===== src/rtl/cc_level_sequencer_pkg.sv =====
// Shared state codes and default timing for the Frogger level sequencer.
package cc_level_sequencer_pkg;

  typedef enum logic [2:0] {
    ST_IDLE  = 3'd0,
    ST_PLAY  = 3'd1,
    ST_PAUSE = 3'd2,
    ST_WIN   = 3'd3,
    ST_OVER  = 3'd4
  } state_t;

  // One second of board freeze at 50 MHz.
  localparam int PAUSE_CYCLES_DEFAULT = 50_000_000;

endpackage


===== src/rtl/cc_level_sequencer_edge.sv =====
// Falling-edge detector: one-cycle fall pulse when din goes 1 -> 0.
// The pulse is valid in the same cycle the low level is first seen.
module cc_falling_edge_detector (
  input  logic clk,
  input  logic rst_n,
  input  logic din,
  output logic fall
);

  logic hist;

  always_ff @(posedge clk or negedge rst_n) begin
    if (!rst_n) hist <= 1'b1;
    else        hist <= din;
  end

  assign fall = hist & ~din;

endmodule


===== src/rtl/cc_level_sequencer.sv =====
// Frogger level sequencer: owns the level register, the inter-level pause
// and the win / game-over decisions.
//
// state | meaning
// IDLE  | after reset, waiting for the first start press
// PLAY  | board running, goal advances the level
// PAUSE | board frozen for PAUSE_CYCLES after a level-up
// WIN   | final level cleared, waiting for start
// OVER  | lives exhausted, waiting for start
module cc_level_sequencer
  import cc_level_sequencer_pkg::*;
#(
  parameter int LEVELS_DATAWIDTH = 2,
  parameter int PAUSE_CYCLES     = PAUSE_CYCLES_DEFAULT,
  parameter int PAUSE_WIDTH      = 26
) (
  input  logic                        CC_LEVEL_SEQUENCER_CLOCK_50,
  input  logic                        CC_LEVEL_SEQUENCER_RESET_InLow,
  input  logic                        CC_LEVEL_SEQUENCER_start_InLow,
  input  logic                        CC_LEVEL_SEQUENCER_goal_InLow,
  input  logic                        CC_LEVEL_SEQUENCER_gameover_InLow,
  output logic [LEVELS_DATAWIDTH-1:0] CC_LEVEL_SEQUENCER_level_OutBUS,
  output logic                        CC_LEVEL_SEQUENCER_levelup_OutLow,
  output logic                        CC_LEVEL_SEQUENCER_freeze_OutLow,
  output logic                        CC_LEVEL_SEQUENCER_win_OutLow,
  output logic [2:0]                  CC_LEVEL_SEQUENCER_state_OutBUS
);

  localparam logic [LEVELS_DATAWIDTH-1:0] MAX_LEVEL  = '1;
  localparam logic [PAUSE_WIDTH-1:0]      PAUSE_LOAD = PAUSE_WIDTH'(PAUSE_CYCLES - 1);

  logic clk;
  logic rst_n;
  assign clk   = CC_LEVEL_SEQUENCER_CLOCK_50;
  assign rst_n = CC_LEVEL_SEQUENCER_RESET_InLow;

  logic start_fall;
  logic goal_fall;
  logic over_fall;

  cc_falling_edge_detector u_start_edge (
    .clk (clk),
    .rst_n (rst_n),
    .din (CC_LEVEL_SEQUENCER_start_InLow),
    .fall (start_fall)
  );

  cc_falling_edge_detector u_goal_edge (
    .clk (clk),
    .rst_n (rst_n),
    .din (CC_LEVEL_SEQUENCER_goal_InLow),
    .fall (goal_fall)
  );

  cc_falling_edge_detector u_over_edge (
    .clk (clk),
    .rst_n (rst_n),
    .din (CC_LEVEL_SEQUENCER_gameover_InLow),
    .fall (over_fall)
  );

  state_t                      state_q, state_d;
  logic [LEVELS_DATAWIDTH-1:0] level_q, level_d;
  logic [PAUSE_WIDTH-1:0]      cnt_q, cnt_d;
  logic                        levelup_q, levelup_d;
  logic                        freeze_q, freeze_d;
  logic                        win_q, win_d;

  always_ff @(posedge clk or negedge rst_n) begin
    if (!rst_n) begin
      state_q   <= ST_IDLE;
      level_q   <= '0;
      cnt_q     <= '0;
      levelup_q <= 1'b1;
      freeze_q  <= 1'b0;
      win_q     <= 1'b1;
    end else begin
      state_q   <= state_d;
      level_q   <= level_d;
      cnt_q     <= cnt_d;
      levelup_q <= levelup_d;
      freeze_q  <= freeze_d;
      win_q     <= win_d;
    end
  end

  // Gameover outranks goal; the increment is only issued below MAX_LEVEL.
  always_comb begin
    state_d = state_q;
    level_d = level_q;
    cnt_d   = cnt_q;
    case (state_q)
      ST_IDLE: begin
        if (start_fall) begin
          state_d = ST_PLAY;
          level_d = '0;
        end
      end
      ST_PLAY: begin
        if (over_fall) begin
          state_d = ST_OVER;
        end else if (goal_fall) begin
          if (level_q < MAX_LEVEL) begin
            level_d = level_q + 1'b1;
            cnt_d   = PAUSE_LOAD;
            state_d = ST_PAUSE;
          end else begin
            state_d = ST_WIN;
          end
        end
      end
      ST_PAUSE: begin
        if (over_fall)          state_d = ST_OVER;
        else if (cnt_q == '0)   state_d = ST_PLAY;
        else                    cnt_d   = cnt_q - 1'b1;
      end
      ST_WIN, ST_OVER: begin
        if (start_fall) begin
          state_d = ST_PLAY;
          level_d = '0;
        end
      end
      default: state_d = ST_IDLE;
    endcase
  end

  // PLAY -> PAUSE only happens on a level increment, so it marks the pulse.
  always_comb begin
    levelup_d = ~((state_q == ST_PLAY) && (state_d == ST_PAUSE));
    freeze_d  = (state_d == ST_PLAY);
    win_d     = (state_d != ST_WIN);
  end

  assign CC_LEVEL_SEQUENCER_level_OutBUS    = level_q;
  assign CC_LEVEL_SEQUENCER_levelup_OutLow  = levelup_q;
  assign CC_LEVEL_SEQUENCER_freeze_OutLow   = freeze_q;
  assign CC_LEVEL_SEQUENCER_win_OutLow      = win_q;
  assign CC_LEVEL_SEQUENCER_state_OutBUS    = state_q;

endmodule


===== config.mk =====
export PLATFORM = sky130hd
export DESIGN_NAME = cc_level_sequencer
export DESIGN_NICKNAME = d
export VERILOG_FILES = /design/src/rtl/cc_level_sequencer_pkg.sv /design/src/rtl/cc_level_sequencer_edge.sv /design/src/rtl/cc_level_sequencer.sv
export SDC_FILE = /design/constraint.sdc
export NUM_CORES = 1
export LEC_CHECK = 0
export BUFFER_PORTS_ARGS = -buffer_cell sky130_fd_sc_hd__buf_2
export CAP_MARGIN = 40
export CORE_ASPECT_RATIO = 1.1
export CORE_MARGIN = 3
export CORE_UTILIZATION = 25
export DETAILED_ROUTE_END_ITERATION = 8
export GPL_ROUTABILITY_DRIVEN = 0
export PLACE_DENSITY = 0.37
export SLEW_MARGIN = 20
export SYNTH_ARGS = -nofsm -noshare
export SYNTH_HDL_FRONTEND = slang
export SYNTH_SLANG_ARGS = --single-unit

===== constraint.sdc =====
create_clock -name CC_LEVEL_SEQUENCER_CLOCK_50 -period 3.2 [get_ports CC_LEVEL_SEQUENCER_CLOCK_50]
set_input_delay 0.16 -clock CC_LEVEL_SEQUENCER_CLOCK_50 [delete_from_list [all_inputs] [get_ports CC_LEVEL_SEQUENCER_CLOCK_50]]
set_output_delay 0.16 -clock CC_LEVEL_SEQUENCER_CLOCK_50 [all_outputs]
set_load 0.01 [all_outputs]

==> flow_summary.toml, run 1 <==
[worst_setup_path]
reg2regPathDepth = 11
r2r_start = "cnt_q[0]$_DFFE_PN0P_"
ff2ff_setup_slack_ns = 0.64
arrival_ns = 2.74
endpoint_kind = "flop"
crit_required_ns = 3.38
reg2reg_to = "cnt_q[0]$_DFFE_PN0P_"
startpoint_type = "flop"
criticalPathCategory = "reg -> reg"
critPathMaxFanout = 10

[global_routing]
grt_max_degree = 26
antenna_found_initial = 0
grt_pass1_wl_um = 9570
grt.total_usage_pct = 12.9
grt_overflow = 0
grt_pass1_vias = 1745

[clock_network]
cts_tree = "built"
clk_path_buf_depth = 2
clock-sinks = 37
cts_setup_buffers = 0
path_clk_slew_ns = 0.08
holdBufCountCts = 4
clock_latency_ns = 0.29
cts_resized = 0
cts_root_buffer = "clkbuf_8"
htreeDepth = 2
cts_inserted_buffers = 5

[yosys]
syn_inst = 229
yosysWarnings = 0
synthArstFlopShare_pct = 100
ys.flop_type = "dfrtp_1"
synth_nets = 236
yosysSeqAreaShare_pct = 44.0
syn_avg_cell_area_um2 = 9.26
ys_seq_elements = 37
synth_edf_count = 0
yosysUniqueCellTypes = 51
syn_area_um2 = 2120

[route]
num_vias = 1815
via_per_inst = 5.06
drtIter0Drc = 115
wire_per_inst_um = 16.0
drc = 0
drtPass1Iterations = 4
routed_wl_um = 5760
detail-route-antenna-nets = 0

[layout]
final_net_count = 257
multiInputGateArea_um2 = 1100
fin_cells = 359
drive_gt1_share_pct = 17.5
seq_area_um2 = 932
fin_area_um2 = 2500
syn2layout_area_growth_pct = 18.1
antenna_cells = 0
fillers = 889

[floorplanning]
core_um2 = 8080
rows = 34
ioPinCount = 13
die_w_um = 93.8
initial_core_util_pct = 26.2
dieArea_um2 = 9620
die_y_um = 103

[timing]
drv_slew = 0
timing_hold_violations_final = 0
fin_tns_setup_ns = 0
fin_skew_ns = 0.00445
max_slew_margin_pct = 48.3
worst_slew_pin_slew_ns = 0.756
post-route-period-util_pct = 80.0
finalSetupViolCount = 0
fin_crit_ns = 2.56
rsz0062_at_grt = "no"
fmax_mhz = 390

[pwr]
p_clk_share_pct = 21.5
vdd_ir_drop_max_mv = 0.235
switching_share_pct = 41.5
power_switching_mw = 0.838
power.leakage_nw = 0.953
p_comb_share_pct = 35.1
p_int_mw = 1.18
sequentialPowerShare_pct = 43.4
power_density_nw_per_um2 = 808

[worst_hold_path]
hold_class = "in -> async"

[run]
cap_viol_max_count = 0

[place]
dpl.hpwl_um = 4150
placed_cells = 347
io_buffers = 12
dpl_cell_area_um2 = 2340

[run_status]
outcome = "completed"
-- stage by stage --
| stage | worst slack [ns] | total power, mW | utilization, % | hold slack, ns |
|---|---|---|---|---|
| 2_1_floorplan | 0.825 | 1.35 | - | -0.136 |
| 3_3_place_gp | 0.496 | 1.60 | 28.5 | 0.280 |
| 3_5_place_dp | 0.615 | 1.60 | 29.0 | 0.0859 |
| 4_1_cts | 0.588 | 2.05 | 31.0 | 0.316 |
| 5_1_grt | 0.423 | 2.18 | 31.0 | 0.340 |
| 6_report | 0.639 | 2.02 | 31.0 | 0.306 |
-- critical path: stages (launching register included) --
cell     delay, ns
dfrtp_1       0.42
inv_1         0.11
ha_1          0.25
nor4b_1       0.26
buf_4         0.18
nand3_1       0.17
nor4_4        0.43
nor2_4        0.05
inv_2         0.06
buf_4         0.18
nor2_2        0.07
mux2_4        0.26
-- power by group through the flow --
| stage | clock [mW] | combinational (mW) | sequential, mW |
|---|---|---|---|
| after floorplan | 0 | 0.561 | 0.791 |
| after global placement | 0 | 0.703 | 0.893 |
| after detailed placement | 0 | 0.713 | 0.887 |
| after CTS | 0.455 | 0.723 | 0.877 |
| after global routing | 0.466 | 0.805 | 0.913 |
| final | 0.434 | 0.710 | 0.878 |
-- how the worst max path moves through the flow --
| stage | depth (start not counted) | start | slack, ns | endpoint |
|---|---|---|---|---|
| final | 11 | cnt_q[0]$_DFFE_PN0P_ | 0.64 | cnt_q[0]$_DFFE_PN0P_ |
| after global placement | 10 | cnt_q[0]$_DFFE_PN0P_ | 0.50 | cnt_q[3]$_DFFE_PN0P_ |
| after CTS | 11 | cnt_q[0]$_DFFE_PN0P_ | 0.59 | cnt_q[0]$_DFFE_PN0P_ |
| after detailed placement | 11 | cnt_q[0]$_DFFE_PN0P_ | 0.61 | cnt_q[0]$_DFFE_PN0P_ |
| after global routing | 11 | cnt_q[0]$_DFFE_PN0P_ | 0.42 | cnt_q[2]$_DFFE_PN0P_ |
| after floorplan | 10 | cnt_q[0]$_DFFE_PN0P_ | 0.83 | cnt_q[0]$_DFFE_PN0P_ |
-- placed cells by master (no fill, tap or decap), types with 2 or more instances in the layout --
cell type / Yosys / routed
o21ai_0: 14 / 14
a21o_1: 3 / 3
nor4_1: 9 / 9
o2bb2ai_1: 2 / 2
o31ai_1: 7 / 7
nand2_1: 13 / 13
nand2b_1: 6 / 6
dfrtp_1: 32 / 32
a31oi_1: 11 / 11
inv_1: 5 / 5
nor4b_1: 3 / 3
nand4_1: 2 / 2
dlygate4sd3_1: 0 / 4
buf_2: 0 / 12
nor3_1: 11 / 11
buf_4: 0 / 9
o211ai_1: 2 / 2
or4_4: 2 / 2
nor2b_1: 3 / 3
nor3b_1: 4 / 4
clkbuf_8: 0 / 6
dfstp_2: 5 / 5
a41oi_1: 3 / 3
ha_1: 2 / 2
o41ai_1: 2 / 2
nand3_1: 3 / 3
nand4b_1: 3 / 3
mux2i_1: 2 / 2
nor2_1: 18 / 18
or3_1: 5 / 5
nand3b_1: 3 / 3
xnor2_1: 3 / 3
a21oi_1: 19 / 19
-- layout make-up --
| class | instances | area share, % |
|---|---|---|
| multi-input combinational | 174 | 44.2 |
| sequential | 37 | 37.3 |
| timing repair buffer | 26 | 7.50 |
| tap | 108 | 5.40 |
| clock buffer | 6 | 3.30 |
| clock inverter | 2 | 1.50 |
| inverter | 6 | 0.900 |
-- kinds of logic (layout without fill, tap and decap cells) --
kind of cell	Yosys count	count (layout)	share of synthesized area, %
xor+xnor	4	4	1.65
fa+ha+maj	2	2	1.18
simple gates	94	94	26.1
compound gates	71	71	21.5
mux	3	3	1.65
flops	37	37	44.0
buf+inv	18	40	3.90
-- registers in the layout, summed over array words and instances (netlist names) --
name                               cells
CC_LEVEL_SEQUENCER_freeze_OutLow       1
cnt_q                                 26
u_goal_edge.hist                       1
CC_LEVEL_SEQUENCER_win_OutLow          1
u_over_edge.hist                       1
CC_LEVEL_SEQUENCER_levelup_OutLow      1
CC_LEVEL_SEQUENCER_level_OutBUS        2
u_start_edge.hist                      1
CC_LEVEL_SEQUENCER_state_OutBUS        3
-- metal layers --
layer	vias up	track usage, %	routed length (um)
met2	28	21.4	2640
li1	916	-	-
met3	4	2.19	170
met1	867	17.4	2880
met4	0	3.67	65
met5	-	0	0
-- synth_stat cells (2+ instances only) --
master | count | area (um^2)
buf_6 | 2 | 22.5
ha_1 | 2 | 25.0
dfrtp_1 | 32 | 801
nor3b_1 | 4 | 30.0
nand2_1 | 13 | 48.8
nor4_1 | 9 | 56.3
a21oi_1 | 19 | 95.1
nand2b_1 | 6 | 37.5
o31ai_1 | 7 | 52.6
a21o_1 | 3 | 22.5
nand4_1 | 2 | 12.5
dfstp_2 | 5 | 131
nor2b_1 | 3 | 18.8
nor2_1 | 18 | 67.6
o2bb2ai_1 | 2 | 17.5
nand3_1 | 3 | 15.0
nor4b_1 | 3 | 26.3
a41oi_1 | 3 | 26.3
o41ai_1 | 2 | 17.5
clkbuf_1 | 10 | 37.5
or3_1 | 5 | 31.3
nor3_1 | 11 | 55.1
o21ai_0 | 14 | 70.1
or4_4 | 2 | 22.5
nand4b_1 | 3 | 26.3
o211ai_1 | 2 | 15.0
a31oi_1 | 11 | 68.8
nand3b_1 | 3 | 22.5
inv_1 | 5 | 18.8
mux2i_1 | 2 | 20.0
xnor2_1 | 3 | 26.3
No activity file was read; power rests on OpenSTA's default activity.
==> inputs of run 2 (changes only) <==
--- a/config.mk
+++ b/config.mk
@@ -12,7 +12,7 @@
 export CORE_UTILIZATION = 25
 export DETAILED_ROUTE_END_ITERATION = 8
 export GPL_ROUTABILITY_DRIVEN = 0
-export PLACE_DENSITY = 0.37
+export PLACE_DENSITY = 0.38
 export SLEW_MARGIN = 20
 export SYNTH_ARGS = -nofsm -noshare
 export SYNTH_HDL_FRONTEND = slang
==> constraint.sdc (replaced) <==
create_clock -name CC_LEVEL_SEQUENCER_CLOCK_50 -period 2.1 [get_ports CC_LEVEL_SEQUENCER_CLOCK_50]
set_input_delay 0.105 -clock CC_LEVEL_SEQUENCER_CLOCK_50 [delete_from_list [all_inputs] [get_ports CC_LEVEL_SEQUENCER_CLOCK_50]]
set_output_delay 0.105 -clock CC_LEVEL_SEQUENCER_CLOCK_50 [all_outputs]
set_load 0.01 [all_outputs]
==> run 2 against run 1 <==
Net effect: the run now ends with setup timing left; wire length grew 12%; register-to-register slack lost 0.81 ns; design area grew 27%; maximum frequency grew 13%; die area is the same; critical path depth shrank 3; largest power group is now combinational logic; highest routed layer unchanged.
==> flow_summary.toml, run 2 (synthesis results as in run 1) <==
[worst_setup_path]
reg2reg_to = "cnt_q[0]$_DFFE_PN0P_"
r2r_start = "cnt_q[21]$_DFFE_PN0P_"
arrival_ns = 2.46
worstPathCellList = "or4_4 -> or4_4 -> nor4_4 -> nor2_4 -> inv_2 -> buf_8 -> nor2_4 -> mux2_4"
critPathSlowestCell = "or4_4"
reg2regPathDepth = 8
crit_required_ns = 2.29
ff2ff_setup_slack_ns = -0.17
endpoint_kind = "flop"
critPathMaxFanout = 3
cpPeakStageDelay_ns = 0.54
startpoint_type = "flop"
criticalPathCategory = "reg -> reg"

[route]
drtIter0Drc = 67
via_per_inst = 4.86
detail-route-antenna-nets = 0
routed_wl_um = 6440
drtPass1Iterations = 4
num_vias = 2050
drc = 0
wire_per_inst_um = 15.3

[run_status]
outcome = "finished with violations"
violations = "setup timing"

[timing]
fin_ws_ns = -0.167
finalSetupViolCount = 30
fmax_mhz = 441
timing_hold_violations_final = 0
rsz0062_at_grt = "yes"
post-route-period-util_pct = 108
drv_slew = 0
worst_slew_pin_slew_ns = 0.542
fin_skew_ns = 0.0103
fin_crit_ns = 2.27
max_slew_margin_pct = 63.8

[clock_network]
path_clk_slew_ns = 0.08
clk_path_buf_depth = 2
cts_tree = "built"
htreeDepth = 2
cts_root_buffer = "clkbuf_8"
cts_inserted_buffers = 5
clock_latency_ns = 0.30
clock-sinks = 37

[worst_hold_path]
min_from = "CC_LEVEL_SEQUENCER_gameover_InLow"
hold_path_end = "u_over_edge.hist$_DFF_PN1_"
hold_class = "in -> reg"
holdPathStages = 2

[place]
placed_cells = 404
dpl.hpwl_um = 4730
place_ws_ns = -0.293
io_buffers = 12

[global_routing]
grt_pass1_wl_um = 11000
antenna_found_initial = 0
grt_max_degree = 22
grt.total_usage_pct = 14.8
grt_use_met3_pct = 3.07
grt.met2_usage_pct = 25.9
grt_pass1_vias = 2181
gr-usage-met1_pct = 18.5
grt_overflow = 0
top_usage_layer = "met2"

[floorplanning]
die_y_um = 103
rows = 34
die_w_um = 93.8
dieArea_um2 = 9620
core_um2 = 8080
initial_core_util_pct = 26.2
ioPinCount = 13

[pwr]
vdd_ir_drop_max_mv = 0.428
power_density_nw_per_um2 = 1220
power.leakage_nw = 1.32
power_mw = 3.89

[layout]
drive_gt1_share_pct = 43.9
regMostFlops = "cnt_q"
final_util_pct = 39.5
fin_cells = 422
layout_commonest_cell = "buf_4"
largest_reg_flops = 26
syn2layout_area_growth_pct = 50.5
final_net_count = 320
antenna_cells = 0
final_cell_mix = "buf_4, dfrtp_1, a21oi_1, nor2_1, buf_2"

[run]
cap_viol_max_count = 0
run 2: layer usage:
layer / up-vias / part of all wire, %
li1: 1034 / -
met1: 985 / 47
met2: 26 / 50
met3: 5 / 2.6
met4: 0 / 1.1
met5: - / 0
run 2: through the flow:
stage                     TNS [ns]  area [um^2]  hold WS, ns
after detailed placement     -5.87         2790        0.123
after floorplan              -1.84         2130       -0.191
after global placement      -10.17         2760        0.227
final                        -2.64         3190       0.0303
after CTS                    -3.12         3090       0.0271
after global routing         -6.21         3190       0.0299
run 2: worst max-delay path: cells and delay by family, from the launching register on:
family        cells  cell delay (ns)
buf+inv           2             0.20
mux               1             0.26
flops             1             0.39
simple gates      5             1.32
run 2: layout make-up:
class	instances	area, um^2
Fill cell	839	4890
Multi-Input combinational cell	174	1300
Sequential cell	37	932
Timing Repair Buffer	89	702
Tap cell	108	135
Clock buffer	6	82.6
Inverter	6	22.5
Clock inverter	2	13.8
run 2: report_power, final:
part | total (mW) | leakage, nW | internal (mW) | switching [mW]
clock network | 0.556 | 0.0512 | 0.267 | 0.290
registers | 1.17 | 0.423 | 0.967 | 0.206
logic | 2.16 | 0.844 | 1.07 | 1.09
run 2: what timing repair did:
item	CTS	global route
resized for setup	34	12
gates cloned	0	0
setup endpoints to repair	30	32
hold buffers	2	0
pin swaps	15	5
buffers inserted	6	3
hold endpoints to repair	17	0
run 2: worst max-delay path by stage:
stage | start | endpoint | slack, ns | cells past startpoint
floorplan | cnt_q[21]$_DFFE_PN0P_ | cnt_q[0]$_DFFE_PN0P_ | -0.22 | 8
detailed placement | CC_LEVEL_SEQUENCER_level_OutBUS[0]$_DFFE_PN0P_ | cnt_q[15]$_DFFE_PN0P_ | -0.29 | 9
global placement | CC_LEVEL_SEQUENCER_level_OutBUS[0]$_DFFE_PN0P_ | cnt_q[3]$_DFFE_PN0P_ | -0.63 | 8
finish | cnt_q[21]$_DFFE_PN0P_ | cnt_q[0]$_DFFE_PN0P_ | -0.17 | 8
global route | cnt_q[21]$_DFFE_PN0P_ | cnt_q[20]$_DFFE_PN0P_ | -0.27 | 9
CTS | cnt_q[4]$_DFFE_PN0P_ | cnt_q[15]$_DFFE_PN0P_ | -0.19 | 7
